<file path="config.mk">
export PLATFORM = sky130hd
export DESIGN_NAME = demux_1x6_reg
export DESIGN_NICKNAME = d
export VERILOG_FILES = /design/src/rtl/demux_1x6_reg_pkg.sv /design/src/rtl/demux_1x6_reg_reg_en_clr.sv /design/src/rtl/demux_1x6_reg.sv
export SDC_FILE = /design/constraint.sdc
export NUM_CORES = 1
export LEC_CHECK = 0
export ABC_AREA = 1
export CELL_PAD_IN_SITES_DETAIL_PLACEMENT = 1
export CELL_PAD_IN_SITES_GLOBAL_PLACEMENT = 1
export CORE_ASPECT_RATIO = 1.4
export CORE_MARGIN = 3
export CORE_UTILIZATION = 31
export DETAILED_ROUTE_END_ITERATION = 6
export PLACE_DENSITY = 0.86
export RECOVER_POWER = 100
export SETUP_SLACK_MARGIN = 0.5
export SLEW_MARGIN = 20
export SYNTH_ARGS = -nofsm -noshare
export SYNTH_HDL_FRONTEND = slang
export SYNTH_SLANG_ARGS = --single-unit
</file>
<file path="constraint.sdc">
create_clock -name clk -period 1.25 [get_ports clk]
set_input_delay 0.1875 -clock clk [delete_from_list [all_inputs] [get_ports clk]]
set_output_delay 0.1875 -clock clk [all_outputs]
set_load 0.005 [all_outputs]
</file>
<file path="src/rtl/demux_1x6_reg_pkg.sv">
`default_nettype none
// ============================================================================
//  Module      : demux_1x6_reg_pkg
//  Description : Shared constants for the registered 1-to-6 demultiplexer.
//                Holds the destination count and the two illegal selector
//                codes. The data width stays a module parameter.
//  Revision    : 1.0 - initial release
// ============================================================================
package demux_1x6_reg_pkg;

  localparam int unsigned c_NUM_DEST      = 6;
  localparam logic [2:0]  c_SEL_ILLEGAL_6 = 3'd6;
  localparam logic [2:0]  c_SEL_ILLEGAL_7 = 3'd7;

  // True when the selector addresses one of the six destinations.
  function automatic logic sel_is_legal(input logic [2:0] sel);
    return (sel != c_SEL_ILLEGAL_6) && (sel != c_SEL_ILLEGAL_7);
  endfunction

endpackage
`default_nettype wire

</file>
<file path="src/rtl/demux_1x6_reg_reg_en_clr.sv">
`default_nettype none
// ============================================================================
//  Module      : reg_en_clr
//  Description : WIDTH-bit register with load enable, synchronous clear and
//                asynchronous active-low reset. Clear has priority over
//                enable.
//  Ports       : clk    - clock, rising edge
//                rst_n  - asynchronous active-low reset
//                i_en   - load enable
//                i_clr  - synchronous clear
//                i_d    - data to load
//                o_q    - registered value
//  Revision    : 1.0 - initial release
// ============================================================================
module reg_en_clr #(
  parameter int WIDTH = 32
) (
  input  logic             clk,
  input  logic             rst_n,
  input  logic             i_en,
  input  logic             i_clr,
  input  logic [WIDTH-1:0] i_d,
  output logic [WIDTH-1:0] o_q
);

  logic [WIDTH-1:0] r_q;

  always_ff @(posedge clk or negedge rst_n) begin
    if (!rst_n) begin
      r_q <= '0;
    end else if (i_clr) begin
      r_q <= '0;
    end else if (i_en) begin
      r_q <= i_d;
    end
  end

  assign o_q = r_q;

endmodule
`default_nettype wire

</file>
<file path="src/rtl/demux_1x6_reg.sv">
`default_nettype none
// ============================================================================
//  Module      : demux_1x6_reg
//  Description : Registered 1-to-6 demultiplexer. A write loads Data_in into
//                the destination picked by Selector, pulses the matching
//                Load_strobe bit for one cycle and sets the sticky
//                Written_mask bit. Illegal selectors (6, 7) pulse Sel_error
//                and change nothing else. Clear wipes data and mask and wins
//                over Write. All outputs are registered.
//  Ports       : clk          - clock, rising edge
//                reset        - asynchronous active-low reset
//                Data_in      - write data (WIDTH bits)
//                Selector     - destination index, 0..5 legal
//                Write        - write request
//                Clear        - synchronous clear of data and mask
//                Data_0..5    - registered destination values
//                Load_strobe  - one-cycle pulse per loaded destination
//                Written_mask - sticky per-destination written flags
//                Sel_error    - one-cycle pulse after an illegal write
//  Revision    : 1.0 - initial release
// ============================================================================
module demux_1x6_reg
  import demux_1x6_reg_pkg::*;
#(
  parameter int WIDTH = 32
) (
  input  logic             clk,
  input  logic             reset,
  input  logic [WIDTH-1:0] Data_in,
  input  logic [2:0]       Selector,
  input  logic             Write,
  input  logic             Clear,
  output logic [WIDTH-1:0] Data_0,
  output logic [WIDTH-1:0] Data_1,
  output logic [WIDTH-1:0] Data_2,
  output logic [WIDTH-1:0] Data_3,
  output logic [WIDTH-1:0] Data_4,
  output logic [WIDTH-1:0] Data_5,
  output logic [5:0]       Load_strobe,
  output logic [5:0]       Written_mask,
  output logic             Sel_error
);

  // r_armed stays low for the first edge after reset release so that a
  // command sampled on that edge is dropped; commands are accepted from the
  // following edge onward.
  logic                   r_armed;
  logic [c_NUM_DEST-1:0]  r_strobe;
  logic [c_NUM_DEST-1:0]  r_mask;
  logic                   r_sel_err;

  logic                   w_accept;
  logic                   w_clr;
  logic                   w_err;
  logic [c_NUM_DEST-1:0]  w_en;
  logic [WIDTH-1:0]       w_data [c_NUM_DEST];

  assign w_accept = r_armed & Write & ~Clear;
  assign w_clr    = r_armed & Clear;
  assign w_err    = w_accept & ~sel_is_legal(Selector);

  // One-hot decode; codes 6 and 7 match no destination.
  always_comb begin
    w_en = '0;
    for (int k = 0; k < c_NUM_DEST; k++) begin
      w_en[k] = w_accept & (Selector == 3'(k));
    end
  end

  always_ff @(posedge clk or negedge reset) begin
    if (!reset) begin
      r_armed   <= 1'b0;
      r_strobe  <= '0;
      r_mask    <= '0;
      r_sel_err <= 1'b0;
    end else begin
      r_armed   <= 1'b1;
      r_strobe  <= w_en;
      r_sel_err <= w_err;
      if (w_clr) begin
        r_mask <= '0;
      end else begin
        r_mask <= r_mask | w_en;
      end
    end
  end

  generate
    for (genvar k = 0; k < c_NUM_DEST; k++) begin : g_dest
      reg_en_clr #(
        .WIDTH (WIDTH)
      ) u_reg (
        .clk   (clk),
        .rst_n (reset),
        .i_en  (w_en[k]),
        .i_clr (w_clr),
        .i_d   (Data_in),
        .o_q   (w_data[k])
      );
    end
  endgenerate

  assign Data_0       = w_data[0];
  assign Data_1       = w_data[1];
  assign Data_2       = w_data[2];
  assign Data_3       = w_data[3];
  assign Data_4       = w_data[4];
  assign Data_5       = w_data[5];
  assign Load_strobe  = r_strobe;
  assign Written_mask = r_mask;
  assign Sel_error    = r_sel_err;

endmodule
`default_nettype wire

</file>
* Word level (Yosys, flattened, before mapping)
Index checks and enable logic that the tools add are counted. Widths: inputs -> output; s select.
Storage, ports and cells: bits in registers 206, output and inout bits 205
Cells by class: equality and inequality tests 7, bitwise gates (word level) 13, mux-type cells 13, reduce and logical (&&, ||, !) cells 8
Operators with widths (count):
- $mux 32 | 12
- $reduce_bool 2->1 | 6
- $and 1x1->1 | 10
- $eq 3x2->1 const B | 2
- $eq 3x3->1 const B | 2
- $mux 6 | 1
- $ne 3x3->1 const B | 2
- $or 6x6->6 | 1
- $eq 3x1->1 const B | 1
- $logic_not 3->1 | 1
- $not 1->1 | 2
- $logic_and 1x1->1 | 1

* Logic depth before layout (Yosys ltp)
Gate-level depths: netlist (run 1).
depth after elaboration 5, depth in mapped cells 8

* Cells and area by module
Synthesis (run 1) repeated with hierarchy kept, for this count alone.
Unflattened totals: cells, all modules 895, area, all modules 8634.5 sq um
Modules (own cells, without submodules):
- reg_en_clr | area an instance 1351.3 sq um, seq. area each 800.8 sq um, instances 6, cells an instance 140
- demux_1x6_reg | area an instance 526.8 sq um, seq. area each 350.3 sq um, instances 1, cells an instance 55

* Worst setup path after synthesis (run 1)
Ideal clock, no wire load.
path type register -> register, start point register r_armed, end point register g_dest[4].u_reg.r_q[10], data required time 1.185 ns, slack 0.049 ns, clock period less this slack 1.201 ns, path buffers 2, arrival time 1.135 ns, stages on the path, launching flop included 8, library setup time 0.065 ns, cells stage by stage dfrtp_1 > nand2_1 > inv_2 > buf_2 > buf_4 > nor2_2 > nand2_1 > nand2_1
Between the ends: longest elaborated chain between the ends 4
Ends and longest elaborated chain:
- from (decl) | line demux_1x6_reg.sv:47 | logic r_armed;
- from (signal assigned) | line demux_1x6_reg.sv:72 | r_armed <= 1'b0;
- from (signal assigned) | line demux_1x6_reg.sv:77 | r_armed <= 1'b1;
- $and 1x1->1 (2 in series) | line demux_1x6_reg.sv:58 | assign w_accept = r_armed & Write & ~Clear;
- $and 1x1->1 | line demux_1x6_reg.sv:66 | w_en[k] = w_accept & (Selector == 3'(k));
- $reduce_bool 2->1 (no line)
- to (signal assigned) | line demux_1x6_reg_reg_en_clr.sv:34 | r_q <= i_d;
- to (decl) | line demux_1x6_reg_reg_en_clr.sv:26 | logic [WIDTH-1:0] r_q;
Parallel ways exist; a longest one is shown, timed or not. A chain may end at the register's enable or synchronous reset.

* Worst setup path after layout (run 1)
start point register r_armed, end point register g_dest[4].u_reg.r_q[6]
Same word-level chain as after synthesis.

==> results of run 1 <==
-- registers in the layout, summed over array words and instances, names as in the netlist --
name,count
Load_strobe,6
Sel_error,1
Written_mask,6
g_dest.u_reg.o_q,192
r_armed,1
-- placed cells by master, fill, tap and decap left out, types with 11 or more instances in the layout --
cell type | netlist | routed
buf_12 | 0 | 30
buf_2 | 31 | 188
buf_4 | 1 | 103
buf_6 | 1 | 26
clkbuf_16 | 0 | 38
clkdlybuf4s50_1 | 0 | 37
dfrtp_1 | 206 | 205
inv_1 | 40 | 40
nand2_1 | 393 | 284
nand2_2 | 3 | 70
nand2_4 | 0 | 36
nand3_1 | 195 | 170
nand3_2 | 1 | 25
nor2_1 | 29 | 11
nor2_4 | 1 | 33
-- logic make-up (layout without fill, tap and decap cells) --
| group | Yosys count | after routing | synth area share, % |
|---|---|---|---|
| buffers and inverters | 105 | 494 | 5.33 |
| AOI/OAI and AO/OA | 3 | 3 | 0.180 |
| other | 1 | 3 | 0.0450 |
| and+or+nand+nor | 640 | 640 | 32.6 |
| DFF | 206 | 206 | 61.9 |
-- stage by stage --
step,total power (W),worst slack [ps]
2_1_floorplan,0.00749,108
3_3_place_gp,0.00834,-503
3_5_place_dp,0.00838,-545
4_1_cts,0.0151,-159
5_1_grt,0.0158,-252
6_report,0.0153,-230
-- repair_timing --
item                                   4_1_cts  5_1_grt
cloned                                       2       19
hold buffers                                 1        0
setup buffers                               84       10
setup endpoints to repair                  410      459
resized for setup                          886      190
endpoints found under the hold margin      206        0
pin swaps                                   27       95
-- worst max-delay path by stage --
| stage | to | cells after the start |
|---|---|---|
| 2_1_floorplan | g_dest[0].u_reg.o_q[0]$_DFFE_PN0P_ | 7 |
| 3_3_place_gp | g_dest[1].u_reg.o_q[9]$_DFFE_PN0P_ | 8 |
| 6_report | g_dest[4].u_reg.o_q[6]$_DFFE_PN0P_ | 5 |
| 3_5_place_dp | g_dest[5].u_reg.o_q[9]$_DFFE_PN0P_ | 8 |
| 4_1_cts | g_dest[1].u_reg.o_q[6]$_DFFE_PN0P_ | 7 |
| 5_1_grt | g_dest[1].u_reg.o_q[6]$_DFFE_PN0P_ | 5 |
-- critical path: cells and delay by family, from the launching register on --
family        cells  cell delay [ps]
flops             1              460
buf+inv           2              520
simple gates      3              390
-- routing by layer --
| metal | global-route usage [%] | vias up |
|---|---|---|
| met5 | 0 | - |
| met4 | 12.7 | 0 |
| met3 | 3.72 | 148 |
| met2 | 44.3 | 393 |
| met1 | 27.5 | 4442 |
| li1 | - | 3766 |
-- cell type report --
| cell class | count | area [sq um] | share of cell area, % |
|---|---|---|---|
| clock buffers | 34 | 667 | 4.87 |
| flip-flops and latches | 206 | 5160 | 37.7 |
| clock inverters | 6 | 61.3 | 0.448 |
| well taps | 324 | 405 | 2.96 |
| inverters | 44 | 215 | 1.57 |
| repair buffers | 410 | 3580 | 26.1 |
| multi-input cells | 644 | 3600 | 26.3 |
| diodes | 2 | 5.00 | 0.0366 |
-- power groups by stage --
stage | clock [W] | sequential [W] | combinational, W
after floorplan | 0 | 0.00702 | 0.000474
after global placement | 0 | 0.00703 | 0.00131
after detailed placement | 0 | 0.00703 | 0.00135
after CTS | 0.00677 | 0.00690 | 0.00142
after global routing | 0.00711 | 0.00692 | 0.00172
final | 0.00673 | 0.00691 | 0.00162
==> qor.yml, run 1 <==
run_status:
  status: "finished with violations"
  failed_checks: "setup timing"
clock_network:
  h-tree-depth: 1
  clock_sinks: 206
  clockRootBuffer: "clkbuf_16"
  clockBufferDepth: 3
  clk_transition_reported_paths_ps: 60
  clock_latency_ps: 510
  tritoncts: "built"
  cts_buffers: 22
pwr:
  leakagePower_nw: 8.07
  power.density_mw_per_mm2: 1110
  netSwitchingPower_w: 0.00392
  p_seq_share_pct: 45.3
  clkPwrFrac_pct: 44.1
  combinationalPowerShare_pct: 10.6
  p_int_w: 0.0113
  peakVddDrop_uv: 789
  switching_share_pct: 25.7
yosys:
  yosysSeqAreaShare_pct: 61.9
  synth_top_area_share_pct: 61.9
  synth_cells: 955
  yosys.area.top_type: "dfrtp_1"
  syn-cell-area_sq_mm: 0.00833
  synth.avg_cell_area_sq_um: 8.72
  syn_nets: 994
  synth-edff-count: 0
  yosys_warnings: 0
  yosysMostFrequentCell: "nand2_1"
  yosys-top-cells-area: "dfrtp_1 (62%), nand2_1 (18%), nand3_1 (12%), buf_2 (1.9%), inv_1 (1.8%)"
  yosys_register_bits: 206
  ys_top_cells_by_count: "nand2_1 (393), dfrtp_1 (206), nand3_1 (195)"
  synth.distinct_cells: 18
  async_reset_ff_share_pct: 100
  synth-main-ff-cell: "dfrtp_1"
timing:
  skew_ps: 14.5
  rsz0062_at_grt: "true"
  finalHoldViolations: 0
  setup_viol: 221
  fmax_ghz: 0.676
  tightest_slew_ps: 1060
  post-route-min-period_ps: 1480
  maxSlewHeadroom_pct: 29.5
  setup-tns-final_ps: -26340
  fin_ws_ps: -230
  hold_slack_ps: 362
  fin_crit_sh_pct: 118
  maxSlewViolCount: 0
die:
  start_util_pct: 31.7
  dieHeight_um: 200
  io_pins: 244
  rows: 70
  die_area_sq_mm: 0.0289
  die_x_um: 145
  core-area_sq_mm: 0.0263
worst_setup_path:
  cp_max_fo: 61
  crit_chain: "nand2_8, buf_4, buf_16, nand3_1, nand2_1"
  r2r-start: "r_armed$_DFF_PN0_"
  reg2regPathDepth: 5
  startpoint: "r_armed$_DFF_PN0_"
  arrival_ps: 1920
  startpoint_type: "flip-flop"
  max_stage_delay_ps: 460
  setup.worst_path.class: "reg -> reg"
  critPathRequiredTime_ps: 1690
  crit_slowest_cell: "dfrtp_2"
  worstSetupEndpointType: "flip-flop"
  reg2reg_to: "g_dest[4].u_reg.o_q[6]$_DFFE_PN0P_"
  reg2reg_slack_ps: -230
min_path:
  hp-start: "Data_in[24]"
  min_to: "g_dest[0].u_reg.o_q[24]$_DFFE_PN0P_"
  hold_depth: 5
  min_path_type: "in -> reg"
route:
  drcViolationCount: 0
  wire_per_inst_um: 24.8
  via_count: 8749
  highest_layer: "met4"
  via_per_inst: 5.24
  dr.pass1.iters: 5
  wl_met2_um: 21700
  ant_nets: 0
  met3_length_um: 2170
  wl_um: 41400
  drt-initial-drc-count: 469
  wl_met1_um: 14800
placement:
  hpwlAfterDp_um: 23600
  gp_congestion: 0.817
  placed_cell_area_sq_mm: 0.0118
  placedCellCount: 1512
  portBuffers: 243
global_route:
  grt-ovfl-total: 0
  grt_max_degree: 62
  antenna_found_initial: 2
  grt.total_usage_pct: 24.4
  grt_pass1_wl_um: 54100
  grt_pass1_vias: 9191
final_layout:
  final_area_sq_mm: 0.0137
  utilization_pct: 52.1
  finalNonFillerCells: 1670
  layout-drive-gt1-share_pct: 43.5
  layout.nets: 1367
  area_growth_pct: 64.4
  fill_cells: 3014
flow_run:
  drv_cap: 0
Power figures use the tool's default switching activity.
==> inputs of run 2 (changes only) <==
--- a/config.mk
+++ b/config.mk
@@ -5,12 +5,12 @@
 export SDC_FILE = /design/constraint.sdc
 export NUM_CORES = 1
 export LEC_CHECK = 0
-export ABC_AREA = 1
+export ABC_AREA = 0
 export CELL_PAD_IN_SITES_DETAIL_PLACEMENT = 1
 export CELL_PAD_IN_SITES_GLOBAL_PLACEMENT = 1
 export CORE_ASPECT_RATIO = 1.4
 export CORE_MARGIN = 3
-export CORE_UTILIZATION = 31
+export CORE_UTILIZATION = 32
 export DETAILED_ROUTE_END_ITERATION = 6
 export PLACE_DENSITY = 0.86
 export RECOVER_POWER = 100
==> run 2 against run 1 <==
Compared with the run above: synthesized area up 2.3%; sequential cell count is the same; sequential power is 0.6% higher; largest power group unchanged; routed wire length hardly changed; clock-buffer cell count down 4; the flow still finishes with violations (setup timing); power is 0.47% higher; critical path type unchanged; setup slack better by 5.0 ps; die area fell by 0.90%; utilization up 0.92 points; first-iteration DRC count down 3.0%; critical endpoint is now g_dest[1].u_reg.o_q[23]$_DFFE_PN0P_; sequential share of layout area is 0.54 points lower.
==> qor.yml, run 2 <==
run_status:
  status: "finished with violations"  # unchanged
  failed_checks: "setup timing"  # unchanged
global_route:
  grt_use_met1_pct: 29.6  # was 27.5%
  top_usage_layer: "met2"  # unchanged
  grt_pass1_wl_um: 54000  # was 54100 um
  grt_pass1_vias: 8957  # was 9191
  met3_usage_pct: 3.66  # was 3.72%
  grt-ovfl-total: 0  # unchanged
  antenna_found_initial: 4  # was 2
  gr-usage-met2_pct: 42.2  # was 44.3%
  grt.total_usage_pct: 24.5  # was 24.4%
  grt_max_degree: 61  # was 62
route:
  wire_per_inst_um: 25.4  # was 24.8 um
  drcViolationCount: 0  # unchanged
  via_per_inst: 5.44  # was 5.24
  drt-initial-drc-count: 455  # was 469
  ant_nets: 0  # unchanged
  dr.pass1.iters: 4  # was 5
  via_count: 8883  # was 8749
  wl_um: 41400  # about the same
yosys:
  synth.avg_cell_area_sq_um: 9.90  # was 8.72 sq um
  async_reset_ff_share_pct: 100  # unchanged
  synth-main-ff-cell: "dfrtp_1"  # unchanged
  yosys.area.top_type: "dfrtp_1"  # unchanged
  synth_cells: 860  # was 955
  synth.distinct_cells: 24  # was 18
  synth-edff-count: 0  # unchanged
  syn_nets: 899  # was 994
  yosys-top-cells-area: "dfrtp_1 (61%), nand2_1 (9.4%), nand3_1 (8.2%), o21ai_0 (6.5%), mux2i_1 (6.2%)"  # was dfrtp_1 (62%), nand2_1 (18%), nand3_1 (12%), buf_2 (1.9%), inv_1 (1.8%)
  ys_top_cells_by_count: "nand2_1 (213), dfrtp_1 (206), nand3_1 (139)"  # was nand2_1 (393), dfrtp_1 (206), nand3_1 (195)
  synth_top_area_share_pct: 60.5  # was 61.9%
  yosys_register_bits: 206  # unchanged
  syn-cell-area_sq_mm: 0.00852  # was 0.00833 sq mm
  yosys_warnings: 0  # unchanged
  yosysSeqAreaShare_pct: 60.5  # was 61.9%
  yosysMostFrequentCell: "nand2_1"  # unchanged
die:
  die_area_sq_mm: 0.0286  # was 0.0289 sq mm
  core-area_sq_mm: 0.0262  # was 0.0263 sq mm
  io_pins: 244  # unchanged
  rows: 70  # unchanged
  start_util_pct: 32.5  # was 31.7%
  die_x_um: 144  # was 145 um
  dieHeight_um: 199  # was 200 um
pwr:
  combinationalPowerShare_pct: 12.5  # was 10.6%
  peakVddDrop_uv: 992  # was 789 uV
  clkPwrFrac_pct: 42.2  # was 44.1%
  netSwitchingPower_w: 0.00395  # was 0.00392 W
  power.density_mw_per_mm2: 1100  # was 1110 mW/mm^2
  leakagePower_nw: 7.34  # was 8.07 nW
  p_int_w: 0.0114  # was 0.0113 W
  p_seq_share_pct: 45.3  # about the same
  switching_share_pct: 25.8  # was 25.7%
final_layout:
  layout-drive-gt1-share_pct: 41.7  # was 43.5%
  layout.nets: 1331  # was 1367
  final_cell_mix: "dfrtp_1 (206), nand2_1 (206), buf_2 (182)"  # was nand2_1 (284), dfrtp_1 (205), buf_2 (188)
  utilization_pct: 53.0  # was 52.1%
  finalNonFillerCells: 1633  # was 1670
  final_area_sq_mm: 0.0139  # was 0.0137 sq mm
  area_growth_pct: 63.0  # was 64.4%
  largest_register_ffs: 192  # unchanged
worst_setup_path:
  reg2regPathDepth: 6  # was 5
  reg2reg_slack_ps: -220  # was -230 ps
  critPathRequiredTime_ps: 1650  # was 1690 ps
  cp_num_buf_inv: 3  # was 2
  arrival_ps: 1880  # was 1920 ps
  critPathTopFamily: "buffers and inverters"  # unchanged
  r2r-start: "r_armed$_DFF_PN0_"  # unchanged
  max_stage_delay_ps: 390  # was 460 ps
  reg2reg_to: "g_dest[1].u_reg.o_q[23]$_DFFE_PN0P_"  # was g_dest[4].u_reg.o_q[6]$_DFFE_PN0P_
  crit_slowest_cell: "dfrtp_1"  # was dfrtp_2
  startpoint_type: "flip-flop"  # unchanged
  cp_max_fo: 7  # was 61
  setup.worst_path.class: "reg -> reg"  # unchanged
  crit_chain: "buf_4, nand2_8, clkbuf_16, clkbuf_16, nand2_1, o21ai_1"  # was nand2_8, buf_4, buf_16, nand3_1, nand2_1
  worstSetupEndpointType: "flip-flop"  # unchanged
  cp_common_cell: "clkbuf_16"
timing:
  fmax_ghz: 0.678  # was 0.676 GHz
  rsz0062_at_grt: "true"  # unchanged
  setup-tns-final_ps: -15480  # was -26340 ps
  skew_ps: 10.5  # was 14.5 ps
  setup_viol: 222  # was 221
  maxSlewViolCount: 0  # unchanged
  finalHoldViolations: 0  # unchanged
  fin_ws_ps: -225  # was -230 ps
  fin_crit_sh_pct: 118  # about the same
  tightest_slew_ps: 1120  # was 1060 ps
  post-route-min-period_ps: 1470  # was 1480 ps
  maxSlewHeadroom_pct: 25.2  # was 29.5%
flow_run:
  drv_cap: 0  # unchanged
clock_network:
  clk_transition_reported_paths_ps: 70  # was 60 ps
  h-tree-depth: 1  # unchanged
  clockBufferDepth: 3  # unchanged
  clock_sinks: 206  # unchanged
  cts_buffers: 21  # was 22
  clock_latency_ps: 510  # about the same
  tritoncts: "built"  # unchanged
  clockRootBuffer: "clkbuf_16"  # unchanged
placement:
  placed_cell_area_sq_mm: 0.0118  # about the same
  placedCellCount: 1421  # was 1512
  portBuffers: 243  # unchanged
  dp_slack_ps: -625  # was -545 ps
  hpwlAfterDp_um: 22700  # was 23600 um
  gp_congestion: 0.838  # was 0.817
min_path:
  hold_depth: 2  # was 5
  hp-start: "Selector[2]"  # was Data_in[24]
  min_path_type: "in -> reg"  # unchanged
  min_to: "Sel_error$_DFF_PN0_"  # was g_dest[0].u_reg.o_q[24]$_DFFE_PN0P_
## run 2: cell count changes after synthesis, moves of 4 or more
cell and change:
clkbuf_1 +20, o21ai_1 +28, inv_2 -4, mux2i_1 +53, o21a_1 +6, buf_6 +12, nor2_1 -29, nor2_2 -17
buf_1 -11, nand2_1 -180, inv_1 -27, o21ai_0 +111, buf_2 -7, nand3_1 -56
## run 2: cell type report
class	count	area, sq um
clock buffers	30	619
multi-input cells	563	3150
fillers	2881	12300
flip-flops and latches	206	5150
clock inverters	7	66.3
diodes	3	7.51
well taps	324	405
repair inverters	3	52.6
inverters	14	65.1
repair buffers	483	4370
## run 2: per-stage QoR
| step | power (W) | hold slack, ps |
|---|---|---|
| after floorplan | 0.00749 | -108 |
| after global placement | 0.00853 | 142 |
| after detailed placement | 0.00858 | 150 |
| after CTS | 0.0150 | 195 |
| after global routing | 0.0158 | 342 |
| final | 0.0153 | 334 |
## run 2: what timing repair did
item                       in CTS  in global routing
cloned                          6                 26
hold endpoints to repair      194                  0
hold buffers                    1                  0
gates resized for setup       916                 75
pin swaps                       6                 15
setup buffers                  69                 70
setup endpoints to repair     410                508
## run 2: per-layer routing
metal	vias up	wire (um)	share of wire (%)
met2	425	21200	51
met3	156	2410	5.8
met5	-	13	0.031
met1	4532	15200	37
met4	2	2550	6.2
li1	3768	-	-
## run 2: worst max path at each step
stage                      start                                  end  slack [ps]  depth (start not counted)
6_report       r_armed$_DFF_PN0_  g_dest[1].u_reg.o_q[23]$_DFFE_PN0P_        -220                          6
5_1_grt        r_armed$_DFF_PN0_  g_dest[3].u_reg.o_q[18]$_DFFE_PN0P_        -220                          6
4_1_cts        r_armed$_DFF_PN0_            Written_mask[2]$_DFF_PN0_        -130                          5
3_5_place_dp         Selector[2]   g_dest[1].u_reg.o_q[3]$_DFFE_PN0P_        -620                          5
3_3_place_gp               Clear  g_dest[1].u_reg.o_q[31]$_DFFE_PN0P_        -570                          5
2_1_floorplan  r_armed$_DFF_PN0_            Written_mask[1]$_DFF_PN0_         -50                          6
## run 2: power by group through the flow
| stage | sequential (W) | combinational (W) | clock (W) |
|---|---|---|---|
| floorplan | 0.00705 | 0.000436 | 0 |
| global placement | 0.00706 | 0.00148 | 0 |
| detailed placement | 0.00706 | 0.00152 | 0 |
| CTS | 0.00693 | 0.00156 | 0.00653 |
| global route | 0.00695 | 0.00203 | 0.00684 |
| finish | 0.00695 | 0.00191 | 0.00648 |
## run 2: kinds of logic (layout without fill, tap and decap cells)
| logic type | Yosys count | after routing | synth area share [%] |
|---|---|---|---|
| compound gates | 145 | 145 | 8.70 |
| buf+inv | 91 | 537 | 5.70 |
| flops | 206 | 206 | 60.5 |
| mux | 53 | 53 | 6.23 |
| other cells | 1 | 4 | 0.0440 |
| simple gates | 364 | 364 | 18.8 |
## run 2: worst register-to-register path: stages, from the launching register on
cell	delay [ps]
dfrtp_1	390
buf_4	160
nand2_8	140
clkbuf_16	220
clkbuf_16	160
nand2_1	70
o21ai_1	240
==> inputs of run 3 (changes only) <==
--- a/config.mk
+++ b/config.mk
@@ -6,6 +6,7 @@
 export NUM_CORES = 1
 export LEC_CHECK = 0
 export ABC_AREA = 0
+export ABC_CLOCK_PERIOD_IN_PS = 1250
 export CELL_PAD_IN_SITES_DETAIL_PLACEMENT = 1
 export CELL_PAD_IN_SITES_GLOBAL_PLACEMENT = 1
 export CORE_ASPECT_RATIO = 1.4
==> results of run 3 <==
The final DEF is identical to that of run 2; final timing and power are the same.
